==> src/rtl/adder_tree_reduce_ctrl_if.sv <==
// Handshake bundle between the vector source, the adder tree, the result
// consumer and the reduction controller.
interface adder_tree_reduce_ctrl_if #(
  parameter int NUM_INPUTS  = 8,
  parameter int INPUT_WIDTH = 8,
  parameter int MAX_BEATS   = 16
);
  localparam int TREE_WIDTH = INPUT_WIDTH + $clog2(NUM_INPUTS);
  localparam int ACC_WIDTH  = TREE_WIDTH + $clog2(MAX_BEATS);
  localparam int CNT_WIDTH  = $clog2(MAX_BEATS + 1);

  logic                              cmd_valid;
  logic                              cmd_ready;
  logic [CNT_WIDTH-1:0]              cmd_beats;
  logic                              in_valid;
  logic                              in_ready;
  logic [NUM_INPUTS*INPUT_WIDTH-1:0] in_data;
  logic [NUM_INPUTS*INPUT_WIDTH-1:0] tree_inputs;
  logic                              tree_start;
  logic [TREE_WIDTH-1:0]             tree_sum;
  logic                              tree_start_out;
  logic                              res_valid;
  logic                              res_ready;
  logic [ACC_WIDTH-1:0]              res_sum;
  logic                              busy;
  logic                              err;

  // Controller side
  modport slave (
    input  cmd_valid, cmd_beats, in_valid, in_data, tree_sum, tree_start_out, res_ready,
    output cmd_ready, in_ready, tree_inputs, tree_start, res_valid, res_sum, busy, err
  );

  // Environment side: source, tree and result consumer
  modport master (
    output cmd_valid, cmd_beats, in_valid, in_data, tree_sum, tree_start_out, res_ready,
    input  cmd_ready, in_ready, tree_inputs, tree_start, res_valid, res_sum, busy, err
  );
endinterface

==> src/rtl/adder_tree_reduce_ctrl.sv <==
// Streams B beats through one adder tree, accumulates the B returned partial
// sums and presents the signed total on a valid/ready result port.
module adder_tree_reduce_ctrl #(
  parameter int NUM_INPUTS   = 8,
  parameter int INPUT_WIDTH  = 8,
  parameter int TREE_LATENCY = 2,
  parameter int MAX_BEATS    = 16
) (
  input  logic                      clk,
  input  logic                      rst,
  adder_tree_reduce_ctrl_if.slave   io_bus
);
  localparam int TREE_WIDTH = INPUT_WIDTH + $clog2(NUM_INPUTS);
  localparam int ACC_WIDTH  = TREE_WIDTH + $clog2(MAX_BEATS);
  localparam int CNT_WIDTH  = $clog2(MAX_BEATS + 1);

  typedef enum logic [1:0] {S_IDLE, S_FEED, S_DRAIN, S_RESULT} state_t;

  state_t                r_state;
  state_t                w_state_nxt;
  logic [CNT_WIDTH-1:0]  r_beats;
  logic [CNT_WIDTH-1:0]  r_issue_cnt;
  logic [CNT_WIDTH-1:0]  r_ret_cnt;
  logic [ACC_WIDTH-1:0]  r_acc;
  logic                  r_err;

  logic                  w_cmd_take;
  logic [CNT_WIDTH-1:0]  w_beats_sat;
  logic                  w_issue;
  logic                  w_last_issue;
  logic                  w_expect;
  logic                  w_ret;
  logic                  w_spurious;
  logic [CNT_WIDTH-1:0]  w_ret_cnt_nxt;
  logic                  w_all_ret;
  logic [ACC_WIDTH-1:0]  w_sum_ext;

  assign w_cmd_take    = (r_state == S_IDLE) && io_bus.cmd_valid;
  assign w_beats_sat   = (io_bus.cmd_beats > CNT_WIDTH'(MAX_BEATS)) ? CNT_WIDTH'(MAX_BEATS)
                                                                    : io_bus.cmd_beats;
  assign w_issue       = io_bus.in_valid && (r_state == S_FEED);
  assign w_last_issue  = w_issue && (r_issue_cnt == r_beats - CNT_WIDTH'(1));

  // A token is only wanted while a command still owes returns.
  assign w_expect      = ((r_state == S_FEED) || (r_state == S_DRAIN)) && (r_ret_cnt < r_beats);
  assign w_ret         = io_bus.tree_start_out && w_expect;
  assign w_spurious    = io_bus.tree_start_out && !w_expect;
  assign w_ret_cnt_nxt = r_ret_cnt + CNT_WIDTH'(w_ret);
  assign w_all_ret     = (w_ret_cnt_nxt == r_beats);
  assign w_sum_ext     = {{(ACC_WIDTH-TREE_WIDTH){io_bus.tree_sum[TREE_WIDTH-1]}}, io_bus.tree_sum};

  always_ff @(posedge clk or posedge rst) begin
    if (rst) r_state <= S_IDLE;
    else     r_state <= w_state_nxt;
  end

  always_comb begin
    // NOTE: default first so every path assigns w_state_nxt and no latch is inferred.
    w_state_nxt = r_state;
    unique case (r_state)
      S_IDLE:   if (io_bus.cmd_valid) w_state_nxt = (w_beats_sat == '0) ? S_RESULT : S_FEED;
      S_FEED:   if (w_last_issue)
                  w_state_nxt = (TREE_LATENCY == 0 && w_all_ret) ? S_RESULT : S_DRAIN;
      S_DRAIN:  if (w_all_ret) w_state_nxt = S_RESULT;
      S_RESULT: if (io_bus.res_ready) w_state_nxt = S_IDLE;
      default:  w_state_nxt = S_IDLE;
    endcase
  end

  always_ff @(posedge clk or posedge rst) begin
    if (rst) begin
      r_beats     <= '0;
      r_issue_cnt <= '0;
      r_ret_cnt   <= '0;
      r_acc       <= '0;
      r_err       <= 1'b0;
    end else begin
      if (w_cmd_take) begin
        r_beats     <= w_beats_sat;
        r_issue_cnt <= '0;
        r_ret_cnt   <= '0;
        r_acc       <= '0;
      end else begin
        if (w_issue) r_issue_cnt <= r_issue_cnt + CNT_WIDTH'(1);
        if (w_ret) begin
          r_ret_cnt <= w_ret_cnt_nxt;
          r_acc     <= r_acc + w_sum_ext;
        end
      end
      if (w_spurious) r_err <= 1'b1;
    end
  end

  // The accumulator already holds the final total once RESULT is entered.
  assign io_bus.cmd_ready   = (r_state == S_IDLE);
  assign io_bus.in_ready    = (r_state == S_FEED);
  assign io_bus.tree_inputs = io_bus.in_data;
  assign io_bus.tree_start  = w_issue;
  assign io_bus.res_valid   = (r_state == S_RESULT);
  assign io_bus.res_sum     = r_acc;
  assign io_bus.busy        = (r_state != S_IDLE);
  assign io_bus.err         = r_err;
endmodule

==> src/flat_wrapper.sv <==
// flat-port wrapper written by rule: the top's interface ports become plain ports
module adder_tree_reduce_ctrl_flat 
#(
  parameter int NUM_INPUTS   = 8,
  parameter int INPUT_WIDTH  = 8,
  parameter int TREE_LATENCY = 2,
  parameter int MAX_BEATS    = 16
)
  (clk, rst, io_bus_cmd_valid, io_bus_cmd_beats, io_bus_in_valid, io_bus_in_data, io_bus_tree_sum, io_bus_tree_start_out, io_bus_res_ready, io_bus_cmd_ready, io_bus_in_ready, io_bus_tree_inputs, io_bus_tree_start, io_bus_res_valid, io_bus_res_sum, io_bus_busy, io_bus_err);
  adder_tree_reduce_ctrl_if #(.NUM_INPUTS(NUM_INPUTS), .INPUT_WIDTH(INPUT_WIDTH), .MAX_BEATS(MAX_BEATS)) io_bus_i ();
  input  logic clk;
  input  logic rst;
  input wire logic [$bits(io_bus_i.cmd_valid)-1:0] io_bus_cmd_valid;
  input wire logic [$bits(io_bus_i.cmd_beats)-1:0] io_bus_cmd_beats;
  input wire logic [$bits(io_bus_i.in_valid)-1:0] io_bus_in_valid;
  input wire logic [$bits(io_bus_i.in_data)-1:0] io_bus_in_data;
  input wire logic [$bits(io_bus_i.tree_sum)-1:0] io_bus_tree_sum;
  input wire logic [$bits(io_bus_i.tree_start_out)-1:0] io_bus_tree_start_out;
  input wire logic [$bits(io_bus_i.res_ready)-1:0] io_bus_res_ready;
  output wire logic [$bits(io_bus_i.cmd_ready)-1:0] io_bus_cmd_ready;
  output wire logic [$bits(io_bus_i.in_ready)-1:0] io_bus_in_ready;
  output wire logic [$bits(io_bus_i.tree_inputs)-1:0] io_bus_tree_inputs;
  output wire logic [$bits(io_bus_i.tree_start)-1:0] io_bus_tree_start;
  output wire logic [$bits(io_bus_i.res_valid)-1:0] io_bus_res_valid;
  output wire logic [$bits(io_bus_i.res_sum)-1:0] io_bus_res_sum;
  output wire logic [$bits(io_bus_i.busy)-1:0] io_bus_busy;
  output wire logic [$bits(io_bus_i.err)-1:0] io_bus_err;
  assign io_bus_i.cmd_valid = io_bus_cmd_valid;
  assign io_bus_i.cmd_beats = io_bus_cmd_beats;
  assign io_bus_i.in_valid = io_bus_in_valid;
  assign io_bus_i.in_data = io_bus_in_data;
  assign io_bus_i.tree_sum = io_bus_tree_sum;
  assign io_bus_i.tree_start_out = io_bus_tree_start_out;
  assign io_bus_i.res_ready = io_bus_res_ready;
  assign io_bus_cmd_ready = io_bus_i.cmd_ready;
  assign io_bus_in_ready = io_bus_i.in_ready;
  assign io_bus_tree_inputs = io_bus_i.tree_inputs;
  assign io_bus_tree_start = io_bus_i.tree_start;
  assign io_bus_res_valid = io_bus_i.res_valid;
  assign io_bus_res_sum = io_bus_i.res_sum;
  assign io_bus_busy = io_bus_i.busy;
  assign io_bus_err = io_bus_i.err;
  adder_tree_reduce_ctrl #(.NUM_INPUTS(NUM_INPUTS), .INPUT_WIDTH(INPUT_WIDTH), .TREE_LATENCY(TREE_LATENCY), .MAX_BEATS(MAX_BEATS)) u_core (.clk(clk), .rst(rst), .io_bus(io_bus_i));
endmodule
==> config.mk <==
export PLATFORM = sky130hd
export DESIGN_NAME = adder_tree_reduce_ctrl_flat
export DESIGN_NICKNAME = d
export VERILOG_FILES = /design/src/rtl/adder_tree_reduce_ctrl_if.sv /design/src/rtl/adder_tree_reduce_ctrl.sv /design/src/flat_wrapper.sv
export SDC_FILE = /design/constraint.sdc
export NUM_CORES = 1
export LEC_CHECK = 0
export ABC_CLOCK_PERIOD_IN_PS = 8700
export CAP_MARGIN = 20
export CORE_UTILIZATION = 42
export DETAILED_ROUTE_END_ITERATION = 10
export HOLD_SLACK_MARGIN = 0.1
export PLACE_DENSITY = 0.85
export SLEW_MARGIN = 20
export SYNTH_ARGS = -nofsm -noshare
export SYNTH_HDL_FRONTEND = slang
export SYNTH_SLANG_ARGS = --single-unit
==> constraint.sdc <==
create_clock -name clk -period 8.7 [get_ports clk]
set_input_delay 1.74 -clock clk [delete_from_list [all_inputs] [get_ports clk]]
set_output_delay 1.74 -clock clk [all_outputs]
set_load 0.01 [all_outputs]
### Yosys cells after proc, flatten, opt, wreduce, memory -nomap -nowiden

Index checks and enable logic that the tools add are counted.

* $add $sub $neg: 4
* order comparisons: 2
* equal/unequal tests: 9
* muxes and demuxes: 13
* reductions and logical operators: 14

Operators by type and width (number)
* 2-to-1 mux 15 bit: 2
* 2-to-1 mux 5 bit: 5
* adder 15 bit: 1
* == test 5 bit: 2
* 2-to-1 mux 2 bit: 5
* one-hot mux 2 bit (4 select lines): 1
* logical AND 1 bit: 6
* nonzero test 2 bit: 3
* adder 5 x 1 -> 5 bit: 1
* adder 5 x 1 -> 5 bit, second input constant: 1
* > comparator 5 bit, second input constant: 1
* zero test 5 bit: 1
* < comparator 5 bit: 1
* subtractor 5 x 1 -> 5 bit, second input constant: 1
* == test 2 bit, second input constant: 2
* != test 2 x 1 -> 1 bit, second input constant: 2
* != test 2 bit, second input constant: 2
* AND reduction 4 bit: 1
* == test 2 x 1 -> 1 bit, second input constant: 1
* zero test 2 bit: 1
* zero test 1 bit: 1
* logical OR 1 bit: 1

* register bits after elaboration: 33
* input bits: 86
* output and inout port bits: 85

### Longest topological paths before layout

Gate-level depths: netlist (run 1).

* depth after elaboration: 8
* gate-level depth with buffers: 17
* gate-level depth less buffers: 16

### Least setup slack after synthesis (run 1)

OpenSTA, ideal clock, no wires.

* path type: input port to output port
* start point: input io_bus_in_valid
* end point: output io_bus_tree_start
* arrival: 2105 ps
* setup slack: 4855 ps
* cell stages on the path: 2
* cell sequence: and2_1 -> clkbuf_1

* word-level cells in the longest chain between the ends: 1

Ends and longest elaborated chain
* start: declaration: RTL line flat_wrapper.sv:15 `input wire logic [$bits(io_bus_i.in_valid)-1:0] io_bus_in_valid;`
* logical AND 1 bit: RTL line adder_tree_reduce_ctrl.sv:41 `assign w_issue = io_bus.in_valid && (r_state == S_FEED);`
* end: declaration: RTL line flat_wrapper.sv:23 `output wire logic [$bits(io_bus_i.tree_start)-1:0] io_bus_tree_start;`

No other way between the ends.

### Worst setup path after layout (run 1)

Ends and elaborated chain as after synthesis.

==> summary.txt, run 1 <==
Setup path
  • Worst Path Buf+Inv: 2
  • CP Cell Sequence: clkdlybuf4s50_1 -> and2_1 -> clkdlybuf4s50_1
  • Critical Path Start Type: primary input
  • Crit path capture type: output pin
  • Max stage delay on crit path: 580 ps
  • Crit-path leading delay family: buffers and inverters
  • Most frequent CP cell: clkdlybuf4s50_1
  • Crit-path max FO: 6
  • Crit path DAT: 3050 ps
  • Req. time, crit path: 6960 ps
  • CP Class: primary input to output pin
  • Crit-path slowest cell: clkdlybuf4s50_1

Timing
  • Fmax: 208.7 MHz
  • Final period utilization: 0.5508
  • Final min period: 4792 ps
  • Slew Viols, Final: 0
  • Final clock skew: 8.566 ps
  • Final-report hold violation count: 0
  • Worst slew pin tran: 992.7 ps
  • Fin Hold WS: 473.6 ps
  • Worst slew margin: 0.3382
  • RSZ-0062 raised after global routing: false
  • Setup TNS: 0 ps
  • Endpoints failing setup: 0

Yosys
  • Synth area leader: dfrtp_1
  • Average size of a mapped cell: 8.555 sq um
  • Cells after Synth: 351
  • Ys async rst share: 1.000
  • Post-synthesis sequential area ratio: 0.2750
  • Ys flop type: dfrtp_1
  • YS warnings: 0
  • Post-synth EDFFs: 0
  • Share of the synthesized area in the top cell type: 0.2750
  • Syn nets: 464
  • Synth Cell Area: 3003 sq um
  • Count of different cell masters after synthesis: 50
  • Top post-synthesis cells by area: dfrtp_1 (28%), buf_4 (16%), ha_1 (11%), nand2_1 (4.9%), a21oi_1 (3.8%)
  • Register bit total from synthesis: 33

Floorplanning
  • Die H: 86.56 um
  • IO Count: 171
  • Initial Utilization: 0.4396
  • Die boundary width: 86.56 um
  • Die area: 7492 sq um
  • Row cnt: 30
  • Core area: 6832 sq um

Drt
  • Drt first pass iters: 4
  • Final ANT Viol Nets: 0
  • Vias per inst: 5.322
  • DRC viols: 0
  • Drt wl/cell: 14.19 um
  • Final wirelength: 6029 um
  • DR iter-0 viols: 56
  • Via count: 2262

Layout
  • Most frequent cells in the layout: clkdlybuf4s50_1 (42), nand2_1 (39), dfrtp_1 (33)
  • Reg area: 825.8 sq um
  • # nets final: 441
  • Most common cell after layout, fill and taps aside: clkdlybuf4s50_1
  • Synth-to-layout area growth: 3.917%
  • Antenna diodes: 0
  • Multi-input logic area: 1584 sq um
  • Fillers: 679
  • Proportion of layout cells with a drive suffix above 1: 0.06687

Place
  • I/O Buffers: 42
  • Hpwl dp: 4634 um
  • RD Place Congestion: 0.8226

Clock network
  • Htree depth: 2
  • CTS Buf Count: 5
  • Root Driver: clkbuf_8
  • Hold-fix buffers, CTS: 0
  • Post-CTS setup buffer count: 0
  • Post-CTS resize count: 0
  • CTS tree: yes
  • CTS Sinks: 33
  • Worst skew pair latency: 300 ps
  • Max clock buf depth: 2
  • Clk pin slew, worst setup/hold paths: 60 ps

Global routing
  • Number of global-route vias before repair: 2355
  • Initial antenna violation count: 0
  • Overall Global Routing Usage: 0.1740
  • Global-route wire length before repair: 10350 um
  • Global route overflow: 0
  • Pin count of the biggest net entering global routing: 34

Power
  • VDD IR max: 0.0001549 V
  • Pwr per Cell Area: 329.7 nW/um^2
  • Leakage: 1.445 nW

Run status
  • Outcome: complete, no violations

Worst hold path
  • Min-Delay Path Class: flop to flop

Flow run
  • Max-Cap Viols: 0
-- cell type report --
type,count,area share
multi-input cells,229,0.5076
flip-flops and latches,33,0.2646
repair buffers,43,0.1371
well taps,96,0.03849
clock buffers,7,0.03087
inverters,16,0.01965
clock inverters,1,0.001604
-- per-layer routing --
layer  GRT usage  wire length [um]  vias up  part of all wire
li1            -                 -     1093                 -
met1      0.1977              2589     1064              0.43
met2      0.3074              2910       86              0.48
met3     0.04381               405       19             0.067
met4     0.07879               123        0             0.020
met5           0                 0        -                 0
-- worst register-to-register path: cells and delay by family, from the launching register on --
kind / cells / cell delay, ps
DFF: 1 / 400
adders and majority gates: 3 / 910
AOI/OAI and AO/OA: 7 / 970
buffers and inverters: 2 / 500
and+or+nand+nor: 4 / 860
-- cell families (layout without fill, tap and decap cells) --
kind of cell	after synthesis	count (layout)	synth area share
flip-flops	33	33	0.2750
AO/OA/AOI/OAI	73	73	0.1696
XOR/XNOR	26	26	0.07583
buffers and inverters	89	67	0.1975
AND/OR/NAND/NOR	101	101	0.1604
adder cells (fa/ha/maj)	27	27	0.1150
multiplexers	2	2	0.006667
-- per-stage QoR --
| step | setup WS [ps] | power (mW) | utilization | instance area [sq um] | cells |
|---|---|---|---|---|---|
| detailed placement | 3718 | 0.9017 | 0.4419 | 3019 | 417 |
| global placement | 3933 | 0.8710 | 0.4419 | 3019 | 417 |
| global route | 3815 | 1.126 | 0.4568 | 3120 | 425 |
| floorplan | 4855 | 0.7573 | - | 3003 | 351 |
| CTS | 3902 | 1.034 | 0.4568 | 3120 | 425 |
| finish | 3908 | 1.029 | 0.4568 | 3120 | 425 |
-- Yosys cell counts, types with 7 or more instances --
cell type  number
o21ai_0        11
xor2_1         13
buf_4          65
ha_1           26
nor2_1         24
nand4_1         7
xnor2_1        13
dfrtp_1        33
a21o_1         11
inv_1          14
nand2_1        39
a21oi_1        23
-- state kept, by name, indices dropped and copies added (netlist names) --
| register | count |
|---|---|
| u_core.r_state | 2 |
| u_core.r_beats | 5 |
| u_core.io_bus.res_sum | 15 |
| u_core.io_bus.err | 1 |
| u_core.r_ret_cnt | 5 |
| u_core.r_issue_cnt | 5 |
-- power by group --
group / switching, mW / internal [mW] / total (mW)
Sequential: 0.0551 / 0.206 / 0.261
Combinational: 0.350 / 0.289 / 0.639
Clock: 0.0578 / 0.0715 / 0.129
-- worst paths after layout --
check                             startpoint                         to  slack, ps  depth (start not counted)
setup / recovery             io_bus_in_valid          io_bus_tree_start       3910                          3
hold / removal             u_core.io_bus.err          u_core.io_bus.err        470                          1
setup reg to reg           u_core.r_state[0]          u_core.r_state[0]       4970                         16
hold reg to reg            u_core.io_bus.err          u_core.io_bus.err        470                          1
max in group asynchronous                rst  u_core.io_bus.res_sum[10]       6550                          3
min in group asynchronous                rst   u_core.io_bus.res_sum[4]       1840                          3
(Power assumes the default switching activity.)
==> inputs of run 2 (changes only) <==
- ABC_CLOCK_PERIOD_IN_PS: 8700 -> 4150
- CORE_UTILIZATION: 42 -> 35
- PLACE_DENSITY: 0.85 -> 0.75
- clock period: 8.7 -> 4.15 ns (I/O delays scaled with it)
==> run 2 against run 1 <==
Net effect: global-route usage fell by 3.4 points; final area barely moved; hold slack got worse by 9.7 ps; sequential share of layout area about the same; utilization decreased by 7.9 points; combinational power is 110% higher; register-to-register slack worse by 4600 ps; clock-buffer cell count stayed put; largest power group unchanged.
==> summary.txt, run 2 (same netlist as run 1, synthesis figures left out) <==
Setup path
  • Crit path capture type: flop
  • CP Class: primary input to flop
  • CP startpoint: io_bus_tree_start_out
  • End of the critical path: u_core.r_state[0]
  • Req. time, crit path: 4340 ps
  • Worst reg2reg path endpoint: u_core.r_state[0]
  • Reg2reg setup slack: 390 ps
  • Crit-path max FO: 21
  • Launch point of the worst reg-to-reg path: u_core.r_state[1]
  • Critical Path Start Type: primary input
  • Register-to-Register Path Depth: 16
  • Crit path DAT: 4000 ps

Timing
  • Worst slew pin tran: 567.0 ps
  • Final min period: 3807 ps
  • Final clock skew: 12.05 ps
  • Worst slew margin: 0.6220
  • Setup TNS: 0 ps
  • Fmax: 262.7 MHz
  • RSZ-0062 raised after global routing: false
  • Final-report hold violation count: 0
  • Final period utilization: 0.9174
  • Post-layout worst setup margin: 342.7 ps
  • Slew Viols, Final: 0
  • Endpoints failing setup: 0

Drt
  • DR iter-0 viols: 90
  • DRC viols: 0
  • Drt first pass iters: 4
  • Final wirelength: 5949 um
  • Drt wl/cell: 13.74 um
  • Vias per inst: 5.157
  • Final ANT Viol Nets: 0
  • Via count: 2233

Layout
  • Multi-input logic area: 1585 sq um
  • Most frequent cells in the layout: clkdlybuf4s50_1 (42), nand2_1 (39), dfrtp_1 (33)
  • # nets final: 441
  • Fillers: 856
  • Reg area: 825.8 sq um
  • Most common cell after layout, fill and taps aside: clkdlybuf4s50_1
  • Proportion of layout cells with a drive suffix above 1: 0.06402
  • Largest register FFs: 15
  • Synth-to-layout area growth: 3.833%
  • Antenna diodes: 0

Place
  • DP Worst Slack: 64.91 ps
  • I/O Buffers: 42
  • RD Place Congestion: 0.8021
  • Hpwl dp: 4442 um

Floorplanning
  • Core area: 8258 sq um
  • Initial Utilization: 0.3636
  • Die boundary width: 94.63 um
  • Die area: 8954 sq um
  • IO Count: 171
  • Row cnt: 33
  • Die H: 94.63 um

Global routing
  • Overall Global Routing Usage: 0.1405
  • Number of global-route vias before repair: 2184
  • Initial antenna violation count: 0
  • Pin count of the biggest net entering global routing: 34
  • Global-route wire length before repair: 9942 um
  • Global route overflow: 0

Clock network
  • Hold-fix buffers, CTS: 0
  • Max clock buf depth: 2
  • CTS Sinks: 33
  • Root Driver: clkbuf_8
  • Worst skew pair latency: 290 ps
  • Htree depth: 2
  • CTS Buf Count: 5
  • CTS tree: yes
  • Clk pin slew, worst setup/hold paths: 60 ps
  • Post-CTS resize count: 0
  • Post-CTS setup buffer count: 0

Power
  • Pwr per Cell Area: 681.4 nW/um^2
  • VDD IR max: 0.0004825 V
  • Leakage: 1.436 nW

Worst hold path
  • Hold depth: 1
  • Min-Delay Path Class: flop to flop

Flow run
  • Max-Cap Viols: 0

Run status
  • Outcome: complete, no violations
## run 2: changes by cell type in the layout (fill, tap and decap cells not counted), sizes merged
cell,change
clkinv,-1
## run 2: final cells by class
type	instances	share of cell area
multi-input combinational	229	0.5084
tap	105	0.04213
sequential	33	0.2648
inverter	16	0.01966
timing repair buffer	43	0.1372
clock buffer	7	0.02769
## run 2: worst min-delay path by stage
stage,start,to,slack [ps]
final,u_core.io_bus.err,u_core.io_bus.err,460
after floorplan,u_core.io_bus.err,u_core.io_bus.err,490
after CTS,u_core.io_bus.err,u_core.io_bus.err,470
after detailed placement,u_core.io_bus.err,u_core.io_bus.err,460
after global placement,u_core.io_bus.err,u_core.io_bus.err,460
after global routing,u_core.io_bus.err,u_core.io_bus.err,510
## run 2: where the power goes
part / internal [mW] / total, mW / switching [mW] / leakage, nW
registers: 0.431 / 0.541 / 0.110 / 0.429
logic: 0.607 / 1.34 / 0.729 / 0.963
clock network: 0.132 / 0.248 / 0.116 / 0.0443
## run 2: worst max-delay path: stages
cell	delay (ps)
clkdlybuf4s50_1	440
nand3b_1	110
a211oi_2	60
nor2_4	440
clkinv_2	430
ha_1	340
ha_1	270
nor2b_1	140
o21ai_1	70
o21ai_1	80
a21oi_1	100
o41ai_2	250
o211ai_1	190
a22oi_1	230
## run 2: routing by layer
metal,vias to the layer above,track usage,part of all wire
li1,1089,-,-
met4,0,0.05808,0.018
met1,1041,0.1789,0.45
met5,-,0,0
met3,22,0.03704,0.073
met2,81,0.2242,0.46
## run 2: metrics by stage
| stage | hold slack (ps) | total power [mW] | cell area [sq um] | std cells | utilization |
|---|---|---|---|---|---|
| after floorplan | 493.2 | 1.588 | 3003 | 351 | - |
| after global placement | 457.7 | 1.837 | 3030 | 426 | 0.3670 |
| after detailed placement | 455.8 | 1.881 | 3030 | 426 | 0.3670 |
| after CTS | 474.8 | 2.139 | 3117 | 433 | 0.3774 |
| after global routing | 509.1 | 2.320 | 3118 | 433 | 0.3776 |
| final | 463.9 | 2.124 | 3118 | 433 | 0.3776 |
